`src/rtl/bus_rr_if.sv`:
```
// Host and device channels of the bus_rr interconnect. bus_rr takes the slave view;
// the surrounding system (hosts, devices, address map) takes the master view.
interface bus_rr_if #(
  parameter int NrHosts      = 2,
  parameter int NrDevices    = 8,
  parameter int DataWidth    = 32,
  parameter int AddressWidth = 32
);
  localparam int BeW = DataWidth / 8;

  logic [NrHosts-1:0]                     host_req_i;
  logic [NrHosts-1:0]                     host_gnt_o;
  logic [NrHosts-1:0][AddressWidth-1:0]   host_addr_i;
  logic [NrHosts-1:0]                     host_we_i;
  logic [NrHosts-1:0][BeW-1:0]            host_be_i;
  logic [NrHosts-1:0][DataWidth-1:0]      host_wdata_i;
  logic [NrHosts-1:0]                     host_rvalid_o;
  logic [NrHosts-1:0][DataWidth-1:0]      host_rdata_o;
  logic [NrHosts-1:0]                     host_err_o;

  logic [NrDevices-1:0]                   device_req_o;
  logic [NrDevices-1:0][AddressWidth-1:0] device_addr_o;
  logic [NrDevices-1:0]                   device_we_o;
  logic [NrDevices-1:0][BeW-1:0]          device_be_o;
  logic [NrDevices-1:0][DataWidth-1:0]    device_wdata_o;
  logic [NrDevices-1:0]                   device_rvalid_i;
  logic [NrDevices-1:0][DataWidth-1:0]    device_rdata_i;
  logic [NrDevices-1:0]                   device_err_i;

  logic [NrDevices-1:0][AddressWidth-1:0] cfg_device_addr_base;
  logic [NrDevices-1:0][AddressWidth-1:0] cfg_device_addr_mask;

  modport master (
    output host_req_i, host_addr_i, host_we_i, host_be_i, host_wdata_i,
    input  host_gnt_o, host_rvalid_o, host_rdata_o, host_err_o,
    input  device_req_o, device_addr_o, device_we_o, device_be_o, device_wdata_o,
    output device_rvalid_i, device_rdata_i, device_err_i,
    output cfg_device_addr_base, cfg_device_addr_mask
  );

  modport slave (
    input  host_req_i, host_addr_i, host_we_i, host_be_i, host_wdata_i,
    output host_gnt_o, host_rvalid_o, host_rdata_o, host_err_o,
    output device_req_o, device_addr_o, device_we_o, device_be_o, device_wdata_o,
    input  device_rvalid_i, device_rdata_i, device_err_i,
    input  cfg_device_addr_base, cfg_device_addr_mask
  );
endinterface

```
`src/rtl/bus_rr.sv`:
```
// Multi-host shared bus: round-robin / fixed-priority arbiter, mask/base address decode,
// one-cycle registered response routing with an error response for unmapped addresses.
module bus_rr #(
  parameter int NrHosts       = 2,
  parameter int NrDevices     = 8,
  parameter int DataWidth     = 32,
  parameter int AddressWidth  = 32,
  parameter bit ArbRoundRobin = 1'b1
) (
  input logic      clk_i,
  input logic      rst_ni,
  bus_rr_if.slave  bus
);
  localparam int HostW = (NrHosts > 1) ? $clog2(NrHosts) : 1;
  localparam int DevW  = (NrDevices > 1) ? $clog2(NrDevices) : 1;
  localparam int BeW   = DataWidth / 8;

  typedef struct packed {
    logic             unmapped;
    logic [DevW-1:0]  dev;
    logic [HostW-1:0] host;
  } rsp_t;

  logic [HostW-1:0]        rr_last_q;
  logic [HostW-1:0]        winner;
  logic                    gnt_any;
  logic [NrDevices-1:0]    dev_match;
  logic [DevW-1:0]         dev_sel;
  logic                    mapped;
  logic                    rsp_pending_q;
  rsp_t                    rsp_q;
  logic [AddressWidth-1:0] win_addr;
  logic                    win_we;
  logic [BeW-1:0]          win_be;
  logic [DataWidth-1:0]    win_wdata;

  // Scan starts one past the last winner (round-robin) or at host 0 (fixed priority).
  always_comb begin : arb
    int unsigned idx;
    idx     = 0;
    winner  = '0;
    gnt_any = 1'b0;
    for (int i = 0; i < NrHosts; i++) begin
      idx = ArbRoundRobin ? (32'(rr_last_q) + 32'd1 + 32'(i)) : 32'(i);
      if (idx >= 32'(NrHosts)) idx = idx - 32'(NrHosts);
      if (!gnt_any && rst_ni && bus.host_req_i[idx]) begin
        gnt_any = 1'b1;
        winner  = HostW'(idx);
      end
    end
  end

  always_comb begin
    bus.host_gnt_o = '0;
    for (int h = 0; h < NrHosts; h++)
      bus.host_gnt_o[h] = gnt_any && (winner == HostW'(h));
  end

  assign win_addr  = bus.host_addr_i[winner];
  assign win_we    = bus.host_we_i[winner];
  assign win_be    = bus.host_be_i[winner];
  assign win_wdata = bus.host_wdata_i[winner];

  for (genvar d = 0; d < NrDevices; d++) begin : g_dec
    assign dev_match[d] =
      (win_addr & bus.cfg_device_addr_mask[d]) == bus.cfg_device_addr_base[d];
  end

  // Descending scan so the lowest matching index is the one that sticks.
  always_comb begin
    dev_sel = '0;
    mapped  = 1'b0;
    for (int d = NrDevices - 1; d >= 0; d--) begin
      if (dev_match[d]) begin
        dev_sel = DevW'(d);
        mapped  = 1'b1;
      end
    end
  end

  always_comb begin
    bus.device_req_o   = '0;
    bus.device_addr_o  = '0;
    bus.device_we_o    = '0;
    bus.device_be_o    = '0;
    bus.device_wdata_o = '0;
    for (int d = 0; d < NrDevices; d++) begin
      if (gnt_any && mapped && (dev_sel == DevW'(d))) begin
        bus.device_req_o[d]   = 1'b1;
        bus.device_addr_o[d]  = win_addr;
        bus.device_we_o[d]    = win_we;
        bus.device_be_o[d]    = win_be;
        bus.device_wdata_o[d] = win_wdata;
      end
    end
  end

  always_ff @(posedge clk_i or negedge rst_ni) begin
    if (!rst_ni) begin
      rr_last_q     <= HostW'(NrHosts - 1);
      rsp_pending_q <= 1'b0;
      rsp_q         <= '0;
    end else begin
      rsp_pending_q <= gnt_any;
      if (gnt_any) begin
        rr_last_q <= winner;
        rsp_q     <= '{unmapped: !mapped, dev: dev_sel, host: winner};
      end
    end
  end

  // Unmapped accesses answer locally with an error; otherwise forward the device's reply.
  always_comb begin
    bus.host_rvalid_o = '0;
    bus.host_rdata_o  = '0;
    bus.host_err_o    = '0;
    for (int h = 0; h < NrHosts; h++) begin
      if (rsp_pending_q && (rsp_q.host == HostW'(h))) begin
        if (rsp_q.unmapped) begin
          bus.host_rvalid_o[h] = 1'b1;
          bus.host_err_o[h]    = 1'b1;
        end else begin
          bus.host_rvalid_o[h] = bus.device_rvalid_i[rsp_q.dev];
          bus.host_rdata_o[h]  = bus.device_rdata_i[rsp_q.dev];
          bus.host_err_o[h]    = bus.device_err_i[rsp_q.dev];
        end
      end
    end
  end
endmodule

```
`src/flat_wrapper.sv`:
```
// flat-port wrapper written by rule: the top's interface ports become plain ports
module bus_rr_flat 
#(
  parameter int NrHosts       = 2,
  parameter int NrDevices     = 8,
  parameter int DataWidth     = 32,
  parameter int AddressWidth  = 32,
  parameter bit ArbRoundRobin = 1'b1
)
  (clk_i, rst_ni, bus_host_req_i, bus_host_addr_i, bus_host_we_i, bus_host_be_i, bus_host_wdata_i, bus_host_gnt_o, bus_host_rvalid_o, bus_host_rdata_o, bus_host_err_o, bus_device_req_o, bus_device_addr_o, bus_device_we_o, bus_device_be_o, bus_device_wdata_o, bus_device_rvalid_i, bus_device_rdata_i, bus_device_err_i, bus_cfg_device_addr_base, bus_cfg_device_addr_mask);
  bus_rr_if #(.NrHosts(NrHosts), .NrDevices(NrDevices), .DataWidth(DataWidth), .AddressWidth(AddressWidth)) bus_i ();
  input logic clk_i;
  input logic rst_ni;
  input wire logic [$bits(bus_i.host_req_i)-1:0] bus_host_req_i;
  input wire logic [$bits(bus_i.host_addr_i)-1:0] bus_host_addr_i;
  input wire logic [$bits(bus_i.host_we_i)-1:0] bus_host_we_i;
  input wire logic [$bits(bus_i.host_be_i)-1:0] bus_host_be_i;
  input wire logic [$bits(bus_i.host_wdata_i)-1:0] bus_host_wdata_i;
  output wire logic [$bits(bus_i.host_gnt_o)-1:0] bus_host_gnt_o;
  output wire logic [$bits(bus_i.host_rvalid_o)-1:0] bus_host_rvalid_o;
  output wire logic [$bits(bus_i.host_rdata_o)-1:0] bus_host_rdata_o;
  output wire logic [$bits(bus_i.host_err_o)-1:0] bus_host_err_o;
  output wire logic [$bits(bus_i.device_req_o)-1:0] bus_device_req_o;
  output wire logic [$bits(bus_i.device_addr_o)-1:0] bus_device_addr_o;
  output wire logic [$bits(bus_i.device_we_o)-1:0] bus_device_we_o;
  output wire logic [$bits(bus_i.device_be_o)-1:0] bus_device_be_o;
  output wire logic [$bits(bus_i.device_wdata_o)-1:0] bus_device_wdata_o;
  input wire logic [$bits(bus_i.device_rvalid_i)-1:0] bus_device_rvalid_i;
  input wire logic [$bits(bus_i.device_rdata_i)-1:0] bus_device_rdata_i;
  input wire logic [$bits(bus_i.device_err_i)-1:0] bus_device_err_i;
  input wire logic [$bits(bus_i.cfg_device_addr_base)-1:0] bus_cfg_device_addr_base;
  input wire logic [$bits(bus_i.cfg_device_addr_mask)-1:0] bus_cfg_device_addr_mask;
  assign bus_i.host_req_i = bus_host_req_i;
  assign bus_i.host_addr_i = bus_host_addr_i;
  assign bus_i.host_we_i = bus_host_we_i;
  assign bus_i.host_be_i = bus_host_be_i;
  assign bus_i.host_wdata_i = bus_host_wdata_i;
  assign bus_host_gnt_o = bus_i.host_gnt_o;
  assign bus_host_rvalid_o = bus_i.host_rvalid_o;
  assign bus_host_rdata_o = bus_i.host_rdata_o;
  assign bus_host_err_o = bus_i.host_err_o;
  assign bus_device_req_o = bus_i.device_req_o;
  assign bus_device_addr_o = bus_i.device_addr_o;
  assign bus_device_we_o = bus_i.device_we_o;
  assign bus_device_be_o = bus_i.device_be_o;
  assign bus_device_wdata_o = bus_i.device_wdata_o;
  assign bus_i.device_rvalid_i = bus_device_rvalid_i;
  assign bus_i.device_rdata_i = bus_device_rdata_i;
  assign bus_i.device_err_i = bus_device_err_i;
  assign bus_i.cfg_device_addr_base = bus_cfg_device_addr_base;
  assign bus_i.cfg_device_addr_mask = bus_cfg_device_addr_mask;
  bus_rr #(.NrHosts(NrHosts), .NrDevices(NrDevices), .DataWidth(DataWidth), .AddressWidth(AddressWidth), .ArbRoundRobin(ArbRoundRobin)) u_core (.clk_i(clk_i), .rst_ni(rst_ni), .bus(bus_i));
endmodule
```
`config.mk`:
```
export PLATFORM = sky130hd
export DESIGN_NAME = bus_rr_flat
export DESIGN_NICKNAME = d
export VERILOG_FILES = /design/src/rtl/bus_rr_if.sv /design/src/rtl/bus_rr.sv /design/src/flat_wrapper.sv
export SDC_FILE = /design/constraint.sdc
export NUM_CORES = 1
export LEC_CHECK = 0
export ABC_AREA = 1
export CAP_MARGIN = 20
export CELL_PAD_IN_SITES_DETAIL_PLACEMENT = 0
export CELL_PAD_IN_SITES_GLOBAL_PLACEMENT = 1
export CORE_AREA = 10 10 603 605
export DETAILED_ROUTE_END_ITERATION = 8
export DIE_AREA = 0 0 613 615
export PLACE_DENSITY = 0.36
export SLEW_MARGIN = 15
export SYNTH_ARGS = -nofsm -noshare
export SYNTH_HDL_FRONTEND = slang
export SYNTH_SLANG_ARGS = --single-unit
```
`constraint.sdc`:
```
create_clock -name clk_i -period 3.25 [get_ports clk_i]
set_input_delay 0.65 -clock clk_i [delete_from_list [all_inputs] [get_ports clk_i]]
set_output_delay 0.65 -clock clk_i [all_outputs]
set_load 0.05 [all_outputs]
```
After elaboration in Yosys (flattened, before gate mapping):

Cells that the tools add are included.

* register bits: 7
* bits in latches: 0
* bits in writable memories: 0
* bits in read-only memories: 0
* input port bits: 926
* output and inout bits: 630
* memories: 0

* $add $sub $neg: 4
* multiply operators: 0
* div/mod/pow operators: 0
* $lt $le $gt $ge: 6
* eq/ne operators: 15
* shift-type cells: 0
* muxes and demuxes: 89
* bitwise operators: 10
* reductions and logical operators: 19

Operators with widths (number)
* two-way mux 32 bit: 26
* AND 32 bit: 8
* == test 32 bit: 8
* binary-select mux 32 bit (select 3 bit): 1
* less-than comparator 32 x 2 -> 1 bit, second input constant: 2
* two-way mux 1 bit: 42
* two-way mux 4 bit: 10
* adder 32 x 1 -> 32 bit, second input constant: 1
* greater-or-equal comparator 32 x 2 -> 1 bit, second input constant: 1
* subtractor 32 x 2 -> 32 bit, second input constant: 1
* two-way mux 3 bit: 8
* logical AND 1 bit: 16
* == test 3 bit, second input constant: 4
* binary-select mux 1 bit (select 3 bit): 2
* == test 3 x 2 -> 1 bit, second input constant: 2
* less-than comparator 3 x 4 -> 1 bit, second input constant: 1
* == test 3 x 1 -> 1 bit, second input constant: 1
* logical NOT 3 bit: 1
* subtractor 2 x 2 -> 3 bit, second input constant: 1
* adder 1 x 1 -> 2 bit, second input constant: 1
* greater-or-equal comparator 2 bit, second input constant: 1
* logical NOT 1 bit: 2
* less-than comparator 1 x 2 -> 1 bit, second input constant: 1
* NOT 1 bit: 2

Depth between registers and ports, before layout:

* word-level depth: 26
* gate-level depth with buffers: 25
* gate-level depth less buffers: 22

Least setup slack after synthesis:

Ideal clock, no wire load.

* path kind: input port to output port
* start: input rst_ni
* end: output bus_device_addr_o[86]
* arrival: 4440 ps
* required time: 2600 ps
* path slack: -1840 ps
* stages on the path: 17
* cell sequence: nand2_1 > a21oi_1 > nand2_1 > nand2_1 > buf_2 > nor2_1 > xnor2_1 > nand3_1 > nor2_1 > nand2_1 > nor2_1 > nor2_1 > nand2_1 > nand4_1 > buf_2 > buf_2 > nor3_1

* longest elaborated chain between the ends: 21

RTL lines
* start, declared: RTL line flat_wrapper.sv:13 `input logic rst_ni;`
* logical AND 1 bit: RTL line bus_rr.sv:46 `if (!gnt_any && rst_ni && bus.host_req_i[idx]) begin`
* two-way mux 1 bit: RTL line bus_rr.sv:46
* logical NOT 1 bit: RTL line bus_rr.sv:46
* logical AND 1 bit (2 in a row): RTL line bus_rr.sv:46
* two-way mux 1 bit: RTL line bus_rr.sv:46
* two-way mux 32 bit (not written as such) (2 in a row): RTL line bus_rr.sv:59 `assign win_addr = bus.host_addr_i[winner];`
* AND 32 bit: RTL line bus_rr.sv:66 `(win_addr & bus.cfg_device_addr_mask[d]) == bus.cfg_device_addr_base[d];`
* == test 32 bit: RTL line bus_rr.sv:66
* two-way mux 3 bit or two-way mux 1 bit (tied branches) (8 in a row): RTL line bus_rr.sv:74 `if (dev_match[d]) begin`
* == test 3 x 2 -> 1 bit or logical AND 1 bit (tied branches): RTL line bus_rr.sv:88 `if (gnt_any && mapped && (dev_sel == DevW'(d))) begin`
* logical AND 1 bit: RTL line bus_rr.sv:88
* two-way mux 32 bit (*): RTL line bus_rr.sv:88
* end, declared: RTL line flat_wrapper.sv:24 `output wire logic [$bits(bus_i.device_addr_o)-1:0] bus_device_addr_o;`

Mark *: on every way between the ends. The rest lies on a longest branch, timed or not. The select of a mux whose other input is x is not followed.

Worst setup path after layout:

* start: input bus_host_req_i[0]
* end: output bus_device_wdata_o[161]

* longest elaborated chain between the ends: 23

RTL lines
* start, declared: RTL line flat_wrapper.sv:14 `input wire logic [$bits(bus_i.host_req_i)-1:0] bus_host_req_i;`
* two-way mux 1 bit (not written as such) (2 in a row): RTL line bus_rr.sv:46
* logical AND 1 bit: RTL line bus_rr.sv:46
* two-way mux 1 bit: RTL line bus_rr.sv:46
* logical NOT 1 bit: RTL line bus_rr.sv:46
* logical AND 1 bit (2 in a row): RTL line bus_rr.sv:46
* two-way mux 1 bit: RTL line bus_rr.sv:46
* two-way mux 32 bit (not written as such) (2 in a row): RTL line bus_rr.sv:59
* AND 32 bit: RTL line bus_rr.sv:66
* == test 32 bit: RTL line bus_rr.sv:66
* two-way mux 3 bit or two-way mux 1 bit (tied branches) (8 in a row): RTL line bus_rr.sv:74
* == test 3 bit or logical AND 1 bit (tied branches): RTL line bus_rr.sv:88
* logical AND 1 bit: RTL line bus_rr.sv:88
* two-way mux 32 bit (*): RTL line bus_rr.sv:88
* end, declared: RTL line flat_wrapper.sv:27 `output wire logic [$bits(bus_i.device_wdata_o)-1:0] bus_device_wdata_o;`

Marks and branches as above.

==> parameters.txt <==
Parameter                              Value

Critical path
  Largest fanout on the critical path    9
  Arrival time of the worst setup path    around 4200 ps
  Startpoint-to-endpoint class of the critical path    primary input to output port
  Maximum single-stage delay on the critical path    about 200 ps
  Required time at the endpoint of the critical path    ~2600 ps
  Launching element of the worst setup path    bus_host_req_i[0]
  RR Startpoint    u_core.rr_last_q$_DFFE_PN1N_
  CP endpoint kind    output port
  Most Frequent Cell on Critical Path    buf_12
  Cell with the biggest individual delay on the critical path    buf_16
  Setup crit start kind    primary input

Finish
  Total number of nets in the final design    5567
  Area added between synthesis and finish    330%
  Layout Cells excl Fill    9271
  Share of layout cells above drive strength 1    between 40% and 50%
  Final cell area excluding filler cells    around 0.053 sq mm

Place
  Count of input and output buffers    1555
  DP HPWL    235 mm
  Area post-placement    between 0.04 and 0.05 sq mm
  Post-placement worst setup slack    -3580 ps
  Final GP Congestion    0.880
  Placed Cells    about 9000

Synth
  Flip-flop and latch count after synthesis    7
  Synth Area in Adders    0%
  Avg Synthesized Cell Area    roughly 4.9 sq um
  Main synth FF type    dfrtp_1
  Count of distinct cell types in the synthesized netlist    39
  Share of cell area taken by muxes after synthesis    around 3.0%
  Fraction of registers with async set/reset    100%
  Synthesized net count    about 3400
  Compound-gate portion of the synthesized area    about an eighth
  Library cell with the highest instance count after synthesis    nor2_1
  Top cell type by total area after synthesis    nor2_1
  Portion of the post-synthesis area used by sequential elements    1.42%
  Simple-gate portion of the synthesized area    around 57%
  Synth top area cells    nor2_1 (22%), nand2_1 (11%), nand3_1 (11%)
  Most frequent cells after synthesis    nor2_1 (742), nand2_1 (364), nand3_1 (263)
  Synth top area share    22.5%
  Xor/xnor cell area share of the yosys netlist    11.7%
  Number of warnings reported in the yosys synthesis log    0
  Largest family of logic cells by synthesized area    simple AND/OR/NAND/NOR gates
  Count of flip-flops with a built-in enable after synthesis    0
  Post-synth design cell area    0.0124 sq mm
  Synthesized netlist cell count    2520

Detailed routing
  Number of DRC violations after detailed-routing iteration 0    1283
  Vias per std cell    2.89
  Via count    ~27000
  DR pass1 iterations    7
  Met1 Routed Length    98.6 mm
  Top metal layer carrying routed signals    met5
  Post-Route WL    276 mm
  Wire length on met2    161 mm
  Average wire per cell in the routed design    29.7 microns
  Routed wl met3    about 12 mm
  DRC errors left    0
  Antenna Nets Post-Route    0

Floorplanning
  Initial Util    approximately 3.5%
  Die width    613 microns
  I/O pin count    1556
  Area of the die    0.377 sq mm
  Row count    218
  Die boundary height    615 microns
  Standard cell core area    0.351 sq mm

STA
  Min setup slack post-route    -1620 ps
  Worst slew margin    between 40% and 50%
  RSZ-0062 raised after global routing    true
  Worst clock skew    1.27 ps
  Final worst path period need    4870 ps
  Fmax    205 MHz
  Fin crit share    150%
  Actual transition at the worst max-transition pin    795 ps
  Slew Viols, Final    0
  Sum Neg Setup Slack    -849720 ps
  Final hold vios    0
  Final setup fails    570

Clock tree
  Root buffer cell    clkbuf_16
  TritonCTS Sinks    7
  Clock transition at the register clock pins on the worst setup and hold paths after CTS    40 ps
  Count of hold-fix buffers inserted at cts    0
  Largest buffer count on any clock path    2
  TritonCTS buffer count    3
  Maximum level of the CTS H-tree    1
  Worst skew pair latency    roughly 230 ps
  CTS tree    built

Global routing
  Number of antenna violations at the first check in global routing    66
  Wire length of the first global-routing pass    331 mm
  Overflow after GRT    0
  All-Layer GR Usage    13.4%
  Via count of the first global-routing pass    27600
  Pin count of the biggest net entering global routing    55

Worst hold path
  Path class of the lowest-slack min-delay path    primary input to async pin

Power and ir drop
  Power density over the cells    98.9 mW/mm^2
  Maximum ir drop on the vdd rail    0.101 mV
  P_leak    0.0208 uW

Outcome
  Violated checks    setup timing
  Result of the run    finished with violations

Run
  Max-capacitance violation count    0
## cell families after synthesis
logic type | after synthesis
compound gates | 264
xor+xnor | 166
mux | 37
flops | 7
simple gates | 1639
buf+inv | 407
## metrics by stage
stage / utilization (%) / power, uW / hold WS (ps)
3_5_place_dp: 13.3 / 4720 / 591
2_1_floorplan: - / 1240 / 354
5_1_grt: 15.2 / 5660 / 349
4_1_cts: 14.5 / 5370 / 459
6_report: 15.2 / 5280 / 344
3_3_place_gp: 13.3 / 4730 / 578
## registers in the layout, indices dropped and copies added (netlist names)
signal	cells
u_core.rr_last_q	1
u_core.rsp_q	5
u_core.rsp_pending_q	1
## worst max-delay path, delay by kind of cell
kind	cells	cell delay [ps]
xor+xnor	1	170
simple gates	14	1290
buf+inv	14	1970
## final cells by class
class | count | area, sq um
fill | 39700 | 298000
timing repair buffer | 2308 | 31400
multi-input combinational | 2106 | 15000
tap | 4620 | 5780
inverter | 215 | 882
sequential | 7 | 183
clock buffer | 4 | 78.8
antenna | 11 | 27.5
## path summary, 6_finish.rpt
path | endpoint | depth (start not counted) | slack, ps
max | bus_device_wdata_o[161] | 29 | -1620
min | u_core.rsp_q[4]$_DFFE_PN0N_ | 2 | 340
max reg2reg | u_core.rsp_q[3]$_DFFE_PN0N_ | 27 | -760
min reg2reg | u_core.rsp_q[0]$_DFFE_PN0N_ | 2 | 600
max in group asynchronous | u_core.rr_last_q$_DFFE_PN1N_ | 2 | 2700
min in group clk_i | u_core.rsp_q[0]$_DFFE_PN0N_ | 2 | 600
## placed cells by master, fill, tap and decap left out, types with 70 or more instances in the layout
cell | netlist | final
buf_12 | 0 | 823
buf_4 | 20 | 418
buf_6 | 2 | 74
clkdlybuf4s50_1 | 0 | 921
inv_1 | 207 | 198
nand2_1 | 364 | 239
nand2_2 | 12 | 84
nand3_1 | 263 | 208
nand4_1 | 76 | 76
nor2_1 | 742 | 398
nor2_2 | 0 | 106
nor2_4 | 2 | 240
nor3_4 | 0 | 78
o21ai_0 | 141 | 138
xnor2_1 | 85 | 79
xor2_1 | 81 | 70
## where the power goes
group | leakage [uW] | internal, uW | switching (uW)
Sequential | 0.0000790 | 94.6 | 4.81
Combinational | 0.0207 | 2370 | 2600
Clock | 0.0000382 | 163 | 44.4
## repair_timing
action	CTS	global route
cloned	24	28
endpoints found under the setup margin	577	579
gates resized for setup	720	418
setup buffers	72	45
pin swaps	115	102
## metal layers
metal	vias to the layer above	global-route usage (%)
li1	12500	-
met1	13100	13.9
met2	921	28.6
met3	175	2.18
met4	48	1.02
met5	-	0
Note: power is estimated with default switching activity, not from simulation.
